File: config.mk
export PLATFORM = sky130hd
export DESIGN_NAME = amba_axi4_lite_slave_regs_flat
export DESIGN_NICKNAME = d
export VERILOG_FILES = /design/src/rtl/amba_axi4_lite_slave_regs_if.sv /design/src/rtl/amba_axi4_lite_slave_regs.sv /design/src/flat_wrapper.sv
export SDC_FILE = /design/constraint.sdc
export NUM_CORES = 1
export LEC_CHECK = 0
export ABC_AREA = 1
export BUFFER_PORTS_ARGS = -buffer_cell sky130_fd_sc_hd__buf_4
export CELL_PAD_IN_SITES_DETAIL_PLACEMENT = 0
export CELL_PAD_IN_SITES_GLOBAL_PLACEMENT = 1
export CORE_MARGIN = 2
export CORE_UTILIZATION = 39
export DETAILED_ROUTE_END_ITERATION = 6
export GPL_ROUTABILITY_DRIVEN = 0
export PLACE_DENSITY_LB_ADDON = 0.1
export SETUP_SLACK_MARGIN = 0.05
export SYNTH_ARGS = -nofsm -noshare
export SYNTH_HDL_FRONTEND = slang
export SYNTH_SLANG_ARGS = --single-unit
File: constraint.sdc
create_clock -name ACLK -period 1.9 [get_ports ACLK]
set_input_delay 0.38 -clock ACLK [delete_from_list [all_inputs] [get_ports ACLK]]
set_output_delay 0.38 -clock ACLK [all_outputs]
set_load 0.01 [all_outputs]
File: src/rtl/amba_axi4_lite_slave_regs_if.sv
// AXI4-Lite channel bundle between a bus master and the register-bank slave.
// Clock and reset travel as plain ports beside it.
interface amba_axi4_lite_slave_regs_if #(
    parameter int ADDRESS_WIDTH = 32,
    parameter int DATA_WIDTH    = 32
);
    localparam int STRB_WIDTH = DATA_WIDTH / 8;

    logic                     AWVALID;
    logic                     AWREADY;
    logic [ADDRESS_WIDTH-1:0] AWADDR;
    logic [2:0]               AWPROT;
    logic                     WVALID;
    logic                     WREADY;
    logic [DATA_WIDTH-1:0]    WDATA;
    logic [STRB_WIDTH-1:0]    WSTRB;
    logic                     BVALID;
    logic                     BREADY;
    logic [1:0]               BRESP;
    logic                     ARVALID;
    logic                     ARREADY;
    logic [ADDRESS_WIDTH-1:0] ARADDR;
    logic [2:0]               ARPROT;
    logic                     RVALID;
    logic                     RREADY;
    logic [DATA_WIDTH-1:0]    RDATA;
    logic [1:0]               RRESP;

    modport master (
        output AWVALID, AWADDR, AWPROT, WVALID, WDATA, WSTRB, BREADY,
               ARVALID, ARADDR, ARPROT, RREADY,
        input  AWREADY, WREADY, BVALID, BRESP, ARREADY, RVALID, RDATA, RRESP
    );

    modport slave (
        input  AWVALID, AWADDR, AWPROT, WVALID, WDATA, WSTRB, BREADY,
               ARVALID, ARADDR, ARPROT, RREADY,
        output AWREADY, WREADY, BVALID, BRESP, ARREADY, RVALID, RDATA, RRESP
    );
endinterface

File: src/rtl/amba_axi4_lite_slave_regs.sv
// AXI4-Lite register bank: NUM_REGS byte-strobed registers, one outstanding
// read and one outstanding write, contents exported flat on reg_out.
module amba_axi4_lite_slave_regs #(
    parameter int ADDRESS_WIDTH = 32,
    parameter int DATA_WIDTH    = 32,
    parameter int NUM_REGS      = 16
) (
    input  logic                           ACLK,
    input  logic                           ARESETn,
    amba_axi4_lite_slave_regs_if.slave     s_axi,
    output logic [NUM_REGS*DATA_WIDTH-1:0] reg_out
);
    localparam int STRB_WIDTH = DATA_WIDTH / 8;
    localparam int IDX_LSB    = $clog2(STRB_WIDTH);
    localparam int IDX_W      = $clog2(NUM_REGS);
    localparam logic [1:0] RESP_OKAY   = 2'b00;
    localparam logic [1:0] RESP_SLVERR = 2'b10;

    logic [DATA_WIDTH-1:0] regs [NUM_REGS];

    logic                  rdy_en;
    logic                  aw_held;
    logic                  w_held;
    logic [IDX_W-1:0]      aw_idx;
    logic                  aw_oor;
    logic [DATA_WIDTH-1:0] w_data;
    logic [STRB_WIDTH-1:0] w_strb;

    logic                  aw_hs;
    logic                  w_hs;
    logic                  ar_hs;
    logic [IDX_W-1:0]      ar_idx;
    logic                  ar_oor;
    logic                  unused_ok;

    assign s_axi.AWREADY = rdy_en & ~aw_held & ~s_axi.BVALID;
    assign s_axi.WREADY  = rdy_en & ~w_held & ~s_axi.BVALID;
    assign s_axi.ARREADY = rdy_en & ~s_axi.RVALID;

    assign aw_hs = s_axi.AWVALID & s_axi.AWREADY;
    assign w_hs  = s_axi.WVALID & s_axi.WREADY;
    assign ar_hs = s_axi.ARVALID & s_axi.ARREADY;

    // Any set bit above the index field selects a non-existent register.
    assign ar_idx = s_axi.ARADDR[IDX_LSB +: IDX_W];
    assign ar_oor = |(s_axi.ARADDR >> (IDX_LSB + IDX_W));

    assign unused_ok = ^{s_axi.AWPROT, s_axi.ARPROT,
                         s_axi.AWADDR[IDX_LSB-1:0], s_axi.ARADDR[IDX_LSB-1:0]};

    // Write path: AW and W latch independently; commit once both are held.
    always_ff @(posedge ACLK or negedge ARESETn) begin
        if (!ARESETn) begin
            rdy_en       <= 1'b0;
            aw_held      <= 1'b0;
            w_held       <= 1'b0;
            aw_idx       <= '0;
            aw_oor       <= 1'b0;
            w_data       <= '0;
            w_strb       <= '0;
            s_axi.BVALID <= 1'b0;
            s_axi.BRESP  <= RESP_OKAY;
            for (int i = 0; i < NUM_REGS; i++) begin
                regs[i] <= '0;
            end
        end else begin
            rdy_en <= 1'b1;
            if (aw_hs) begin
                aw_held <= 1'b1;
                aw_idx  <= s_axi.AWADDR[IDX_LSB +: IDX_W];
                aw_oor  <= |(s_axi.AWADDR >> (IDX_LSB + IDX_W));
            end
            if (w_hs) begin
                w_held <= 1'b1;
                w_data <= s_axi.WDATA;
                w_strb <= s_axi.WSTRB;
            end
            if (aw_held && w_held) begin
                aw_held      <= 1'b0;
                w_held       <= 1'b0;
                s_axi.BVALID <= 1'b1;
                s_axi.BRESP  <= aw_oor ? RESP_SLVERR : RESP_OKAY;
                if (!aw_oor) begin
                    for (int k = 0; k < STRB_WIDTH; k++) begin
                        if (w_strb[k]) begin
                            regs[aw_idx][k*8 +: 8] <= w_data[k*8 +: 8];
                        end
                    end
                end
            end else if (s_axi.BVALID && s_axi.BREADY) begin
                s_axi.BVALID <= 1'b0;
            end
        end
    end

    // Read path: regs sampled at the AR edge, so a same-edge commit is not seen.
    always_ff @(posedge ACLK or negedge ARESETn) begin
        if (!ARESETn) begin
            s_axi.RVALID <= 1'b0;
            s_axi.RDATA  <= '0;
            s_axi.RRESP  <= RESP_OKAY;
        end else if (ar_hs) begin
            s_axi.RVALID <= 1'b1;
            s_axi.RDATA  <= ar_oor ? '0 : regs[ar_idx];
            s_axi.RRESP  <= ar_oor ? RESP_SLVERR : RESP_OKAY;
        end else if (s_axi.RVALID && s_axi.RREADY) begin
            s_axi.RVALID <= 1'b0;
        end
    end

    for (genvar g = 0; g < NUM_REGS; g++) begin : g_out
        assign reg_out[g*DATA_WIDTH +: DATA_WIDTH] = regs[g];
    end
endmodule

File: src/flat_wrapper.sv
// flat-port wrapper written by rule: the top's interface ports become plain ports
module amba_axi4_lite_slave_regs_flat 
#(
    parameter int ADDRESS_WIDTH = 32,
    parameter int DATA_WIDTH    = 32,
    parameter int NUM_REGS      = 16
)
  (ACLK, ARESETn, reg_out, s_axi_AWVALID, s_axi_AWADDR, s_axi_AWPROT, s_axi_WVALID, s_axi_WDATA, s_axi_WSTRB, s_axi_BREADY, s_axi_ARVALID, s_axi_ARADDR, s_axi_ARPROT, s_axi_RREADY, s_axi_AWREADY, s_axi_WREADY, s_axi_BVALID, s_axi_BRESP, s_axi_ARREADY, s_axi_RVALID, s_axi_RDATA, s_axi_RRESP);
  amba_axi4_lite_slave_regs_if #(.ADDRESS_WIDTH(ADDRESS_WIDTH), .DATA_WIDTH(DATA_WIDTH)) s_axi_i ();
  input  logic ACLK;
  input  logic ARESETn;
  output logic [NUM_REGS*DATA_WIDTH-1:0] reg_out;
  input wire logic [$bits(s_axi_i.AWVALID)-1:0] s_axi_AWVALID;
  input wire logic [$bits(s_axi_i.AWADDR)-1:0] s_axi_AWADDR;
  input wire logic [$bits(s_axi_i.AWPROT)-1:0] s_axi_AWPROT;
  input wire logic [$bits(s_axi_i.WVALID)-1:0] s_axi_WVALID;
  input wire logic [$bits(s_axi_i.WDATA)-1:0] s_axi_WDATA;
  input wire logic [$bits(s_axi_i.WSTRB)-1:0] s_axi_WSTRB;
  input wire logic [$bits(s_axi_i.BREADY)-1:0] s_axi_BREADY;
  input wire logic [$bits(s_axi_i.ARVALID)-1:0] s_axi_ARVALID;
  input wire logic [$bits(s_axi_i.ARADDR)-1:0] s_axi_ARADDR;
  input wire logic [$bits(s_axi_i.ARPROT)-1:0] s_axi_ARPROT;
  input wire logic [$bits(s_axi_i.RREADY)-1:0] s_axi_RREADY;
  output wire logic [$bits(s_axi_i.AWREADY)-1:0] s_axi_AWREADY;
  output wire logic [$bits(s_axi_i.WREADY)-1:0] s_axi_WREADY;
  output wire logic [$bits(s_axi_i.BVALID)-1:0] s_axi_BVALID;
  output wire logic [$bits(s_axi_i.BRESP)-1:0] s_axi_BRESP;
  output wire logic [$bits(s_axi_i.ARREADY)-1:0] s_axi_ARREADY;
  output wire logic [$bits(s_axi_i.RVALID)-1:0] s_axi_RVALID;
  output wire logic [$bits(s_axi_i.RDATA)-1:0] s_axi_RDATA;
  output wire logic [$bits(s_axi_i.RRESP)-1:0] s_axi_RRESP;
  assign s_axi_i.AWVALID = s_axi_AWVALID;
  assign s_axi_i.AWADDR = s_axi_AWADDR;
  assign s_axi_i.AWPROT = s_axi_AWPROT;
  assign s_axi_i.WVALID = s_axi_WVALID;
  assign s_axi_i.WDATA = s_axi_WDATA;
  assign s_axi_i.WSTRB = s_axi_WSTRB;
  assign s_axi_i.BREADY = s_axi_BREADY;
  assign s_axi_i.ARVALID = s_axi_ARVALID;
  assign s_axi_i.ARADDR = s_axi_ARADDR;
  assign s_axi_i.ARPROT = s_axi_ARPROT;
  assign s_axi_i.RREADY = s_axi_RREADY;
  assign s_axi_AWREADY = s_axi_i.AWREADY;
  assign s_axi_WREADY = s_axi_i.WREADY;
  assign s_axi_BVALID = s_axi_i.BVALID;
  assign s_axi_BRESP = s_axi_i.BRESP;
  assign s_axi_ARREADY = s_axi_i.ARREADY;
  assign s_axi_RVALID = s_axi_i.RVALID;
  assign s_axi_RDATA = s_axi_i.RDATA;
  assign s_axi_RRESP = s_axi_i.RRESP;
  amba_axi4_lite_slave_regs #(.ADDRESS_WIDTH(ADDRESS_WIDTH), .DATA_WIDTH(DATA_WIDTH), .NUM_REGS(NUM_REGS)) u_core (.ACLK(ACLK), .ARESETn(ARESETn), .s_axi(s_axi_i), .reg_out(reg_out));
endmodule
==> run metrics, run 1 <==
Final Setup Violations 0; die height 266 um; reg2reg end u_core.reg_out[180]; Final Cycle Share 94.3%; Crit path buffers/inverters 1; Top delay family on crit path flip-flops; arrival time of the worst setup path 1410 ps; Min-Delay Path Depth 3; Synth Area per Inst 8.42 um2; fin nets 3931; Die X 266 um; maximum VDD drop 0.614 mV; port buffer count 653; Pwr Density 987 nW/um2; Final ANT Viol Nets 0; TritonCTS clock tree yes; crit end category output pin; synthesis-to-finish area growth 31.9%; row cnt 96; Non-Filler Instances 4742; Inst Count DP 4623; CP max FO 3; Worst-path clk slew 60 ps; Setup Skew 21.3 ps; Yosys Warn Count 0; H-tree depth 3; status finished, final reports clean; initial core utilization 39.2%; Seq/Total Area, Yosys 55.3%; initial drt markers 2553; maxcap violations 0; max_slew headroom 50.3%; # DRC 0; sinks on the clock net 592; critical hold path startpoint s_axi_WSTRB[3]; Die ar. 70800 um2; CTS root buffer clkbuf_16; Hold Path End u_core.w_strb[3]; Initial DRT Pass Iterations 6; first-pass GRT wire length 162000 um; Crit Path Class flop to output pin; IO Count 666; pin slew with the least headroom to its limit 745 ps; startpoint class of the critical path flop; cells along the critical path nand2_4 -> nor2_4 -> buf_4; hold crit path type input pin to flop; Pins Over Slew Limit 0; maximum clock path buffer count 3; Inserted Clock Buffers 68; Synth top area share 55.3%; share of layout cells above drive strength 1 25.6%; HPWL after detailed placement 79600 um; CP max-delay cell dfrtp_2; synthesized cell area 26800 um2; Leakage 0.0178 uW; post-synthesis cell count 3182; final hold violations 0; worst path required time 1520 ps; total global routing overflow 0; FF-to-FF setup slack 120 ps; area leader, netlist dfrtp_1; RSZ-0062 raised after global routing true; Reg2Reg Depth 6; DR WL/cell 23.3 um; Fmax 558 MHz; launch point of the worst reg-to-reg path u_core.w_held; final core utilization 51.7%; most frequent cells in the layout nand2_1 (1136), buf_4 (735), dfrtp_1 (590); vias 25500; GRT Resource Usage Total 30.8%; final wirelength 110000 um; Post CTS Setup Buffer Count 0; pin count of the biggest net entering global routing 72; Tmin final 1790 ps; count of different cell masters after synthesis 28; clock latency on the worst-skew pair 600 ps; top cells by area, synth dfrtp_1 (55%), nand2_1 (16%), nand3_1 (9.0%); Worst Hold Slack 33.7 ps; Synth Register Bits 592; critical path's largest stage delay 460 ps; routed vias/inst 5.37; total core area 68300 um2; most common cell after layout, fill and taps aside nand2_1; vias in the first global route 24200; initial antenna violation count 6
==> tightest hold or removal path, cell delays in order <==
cell	delay, ps
buf_4	80
nor2_1	30
a21oi_1	100
==> final cells by class <==
type / instances / area (um2)
repair buffers: 786 / 6450
well taps: 882 / 1100
clock buffers: 100 / 2000
fillers: 6451 / 33000
flip-flops and latches: 592 / 14800
clock inverters: 9 / 128
inverters: 50 / 201
multi-input cells: 2320 / 10600
diodes: 3 / 7.51
==> flip-flops by register name, summed over array words and instances, names as in the netlist, 4 cells and up <==
register	count
u_core.reg_out	512
u_core.s_axi.RDATA	32
u_core.w_data	32
u_core.aw_idx	4
u_core.w_strb	4
==> worst max path at each step <==
stage / slack, ps / depth (start not counted) / endpoint / startpoint
final: 110 / 3 / s_axi_WREADY / u_core.rdy_en
after floorplan: 360 / 8 / u_core.s_axi.RDATA[22] / u_core.s_axi.RVALID
after global routing: -20 / 7 / u_core.reg_out[182] / u_core.w_held
after detailed placement: 60 / 6 / u_core.reg_out[149] / u_core.w_held
after global placement: 60 / 9 / u_core.s_axi.RDATA[12] / u_core.rdy_en
after CTS: 50 / 3 / s_axi_ARREADY / u_core.rdy_en
==> where the power goes <==
part | internal (uW) | leakage, uW | total [uW] | switching (uW)
clock network | 7620 | 0.00104 | 12800 | 5220
logic | 2320 | 0.00864 | 7440 | 5130
registers | 13700 | 0.00807 | 14600 | 865
total | 23600 | 0.0178 | 34900 | 11200
==> kinds of logic (layout without fill, tap and decap cells) <==
group                  after synthesis  in the layout  synth area share [%]
and+or+nand+nor                   1759           1759                  28.5
DFF                                592            592                  55.3
AOI/OAI and AO/OA                  558            558                  11.0
buffers and inverters              271            945                  5.21
other                                2              6                0.0280
==> layer usage <==
layer  part of all wire (%)  vias to the layer above  track usage [%]
met1                     41                    12400             41.0
li1                       -                    11800                -
met4                    3.6                        8             10.7
met3                    7.7                      198             6.48
met5                  0.040                        -                0
met2                     47                     1131             49.8
==> per-stage QoR <==
stage	power, uW	cell area [um2]	setup TNS, ps	worst slack, ps
floorplan	18100	26800	0	362
global placement	22000	33100	0	57.9
detailed placement	22200	33100	0	64.9
CTS	35100	35300	0	48.7
global route	36300	35300	-30.1	-15.6
finish	34900	35300	0	109
==> timing repair <==
| action | in CTS | in global routing |
|---|---|---|
| endpoints found under the hold margin | 28 | 0 |
| setup endpoints to repair | 8 | 250 |
| hold buffers | 7 | 0 |
| pin swaps | 0 | 2 |
| gates resized for setup | 5 | 8 |
==> Yosys cell counts (all sizes together) <==
| library cell | n |
|---|---|
| nand2 | 1181 |
| dfrtp | 592 |
| o21ai | 519 |
| nand3 | 481 |
| clkbuf | 135 |
| nor2 | 90 |
| buf | 86 |
| inv | 50 |
| a21oi | 38 |
| or2 | 3 |
| conb | 2 |
| nor3 | 2 |
| a21o | 1 |
| nor3b | 1 |
| nor4 | 1 |
No activity file was read; power rests on OpenSTA's default activity.
==> inputs of run 2 (changes only) <==
GPL_TIMING_DRIVEN = 0   (was not set)
==> run 2 against run 1 <==
Against the previous run:
- the flow now finishes with violations (negative hold slack, negative setup slack)
- sequential share of layout area fell by 2.5 points
- routed wire length increased by 22%
- worst hold slack worse by 350 ps
- critical path type is now flop to flop
- largest power group unchanged
==> run metrics, run 2 (same netlist as run 1, synthesis figures left out) <==
vias 27100 (+6.3%); hold buffer count at CTS 13 (+6); Fmax 517 MHz (-7.4%); sinks on the clock net 592 (unchanged); final core utilization 55.0% (+3.3 points); status complete, but fails checks; CTS root buffer clkbuf_16; maxcap violations 0 (unchanged); FF-to-FF setup slack -30 ps (-150 ps); Post-Place Setup Slack -1300 ps (-1370 ps); vias in the first global route 25700 (+6.4%); Final ANT Viol Nets 0 (unchanged); Setup Skew 34.0 ps (+12.8 ps); row cnt 96 (unchanged); Combinational Power Share 22.9% (+1.6 points); share of layout cells above drive strength 1 29.1% (+3.5 points); # DRC 0 (unchanged); HPWL after detailed placement 99000 um (+24%); final hold violations 85 (+85); Worst Slack Setup Final -34.7 ps (-144 ps); arrival time of the worst setup path 2410 ps (+1000 ps); Initial DRT Pass Iterations 6 (unchanged); Pins Over Slew Limit 0 (unchanged); initial antenna violation count 5 (-1); pin count of the biggest net entering global routing 120 (+67%); hold crit path type input pin to async pin; placed cell area 32900 um2 (-0.50%); failing checks negative hold slack, negative setup slack; sequential share of power 39.5% (-2.3 points); maximum clock path buffer count 3 (unchanged); RSZ-0062 raised after global routing true; final instance area 37600 um2 (+6.4%); most frequent cells in the layout nand2_1 (1064), buf_4 (687), dfrtp_1 (589); worst path required time 2370 ps (+850 ps); Crit Path Class flop to flop; Worst Hold Slack -313 ps (-347 ps); GRT Resource Usage Total 36.6% (+5.9 points); Inserted Clock Buffers 69 (+1.5%); Final Setup Violations 5 (+5); NetSw 12700 uW (+13%); die height 266 um (unchanged); total power 37100 uW (+6.5%); most common cell after layout, fill and taps aside nand2_1; Leakage 0.0184 uW (+3.6%); first-pass GRT wire length 186000 um (+14%); synthesis-to-finish area growth 40.4%; Die ar. 70800 um2 (unchanged); maximum VDD drop 0.660 mV (+7.6%); pin slew with the least headroom to its limit 1110 ps (+368 ps); Worst-path clk slew 60 ps (about the same); Die X 266 um (unchanged); H-tree depth 3 (unchanged); port buffer count 651 (-0.31%); routed vias/inst 5.49 (+2.2%); Tmin final 1930 ps (+144 ps); initial drt markers 2737 (+7.2%); total global routing overflow 0 (unchanged); initial core utilization 39.2% (unchanged); final wirelength 134000 um (+22%); max reg flops 512 (unchanged); Final Cycle Share 102% (+7.6 points); TritonCTS clock tree yes; CP max FO 8 (+5); total core area 68300 um2 (unchanged); sw frac 34.1% (+1.9 points); IO Count 666 (unchanged); max_slew headroom 25.8% (-24 points); clock latency on the worst-skew pair 640 ps (+40 ps); crit end category flop; cell internal pwr 24400 uW (+3.4%); fin nets 4109 (+4.5%); share of total power in the clock network 37.5% (+0.6 points); DR WL/cell 27.2 um (+17%); Pwr Density 987 nW/um2 (about the same); startpoint class of the critical path flop
==> run 2: worst max-delay path, stage by stage, from the launching register on <==
cell and delay, ps:
dfrtp_2 400, nand2_2 90, nor2_4 260, inv_8 130
nor2_8 260, clkbuf_16 250, nand2_8 100, buf_8 170
nand2_2 40, o21ai_1 60
==> run 2: through the flow <==
| step | setup TNS (ps) | std cells |
|---|---|---|
| after floorplan | 0 | 3183 |
| final | -96.7 | 4932 |
| after detailed placement | -174870 | 4721 |
| after global placement | -3823660 | 4716 |
| after global routing | -2200 | 4931 |
| after CTS | -4.66 | 4875 |
==> run 2: path summary, 6_finish.rpt <==
kind                                   startpoint                     end  cells past startpoint
max                                 u_core.w_held     u_core.reg_out[414]                      9
min                                       ARESETn     u_core.reg_out[102]                      1
max reg2reg                         u_core.w_held     u_core.reg_out[414]                      9
min reg2reg                u_core.s_axi.RDATA[22]  u_core.s_axi.RDATA[22]                      2
max in group asynchronous                 ARESETn           u_core.rdy_en                      4
min in group ACLK                 s_axi_WDATA[26]       u_core.w_data[26]                      3
==> run 2: cell type report <==
class / instances / area (um2)
Clock buffer: 103 / 2050
Multi-Input combinational cell: 2320 / 11200
Buffer: 212 / 1470
Sequential cell: 592 / 14800
Antenna cell: 3 / 7.51
Timing Repair Buffer: 751 / 6430
Tap cell: 882 / 1100
Fill cell: 6516 / 30800
Inverter: 50 / 195
Clock inverter: 19 / 282
==> run 2: layer usage <==
layer  up-vias  track usage (%)  wire (um)
met5         -                0         23
li1      12200                -          -
met1     13300             46.6      52100
met3       269             8.05      11300
met2      1305             60.6      64300
met4         4             15.2       6310
==> run 2: repair_timing <==
item,4_1_cts,5_1_grt
gates cloned,0,30
gates resized for setup,112,234
buffers inserted,19,33
pin swaps,10,18
endpoints found under the setup margin,460,414
endpoints found under the hold margin,98,85
==> run 2: power groups by stage <==
stage                     clock network (uW)  logic (uW)  registers (uW)
after floorplan                            0        3280           14800
after global placement                     0        7460           14800
after detailed placement                   0        7560           14800
after CTS                              14000        8000           14600
after global routing                   14600        9050           14800
final                                  13900        8500           14700
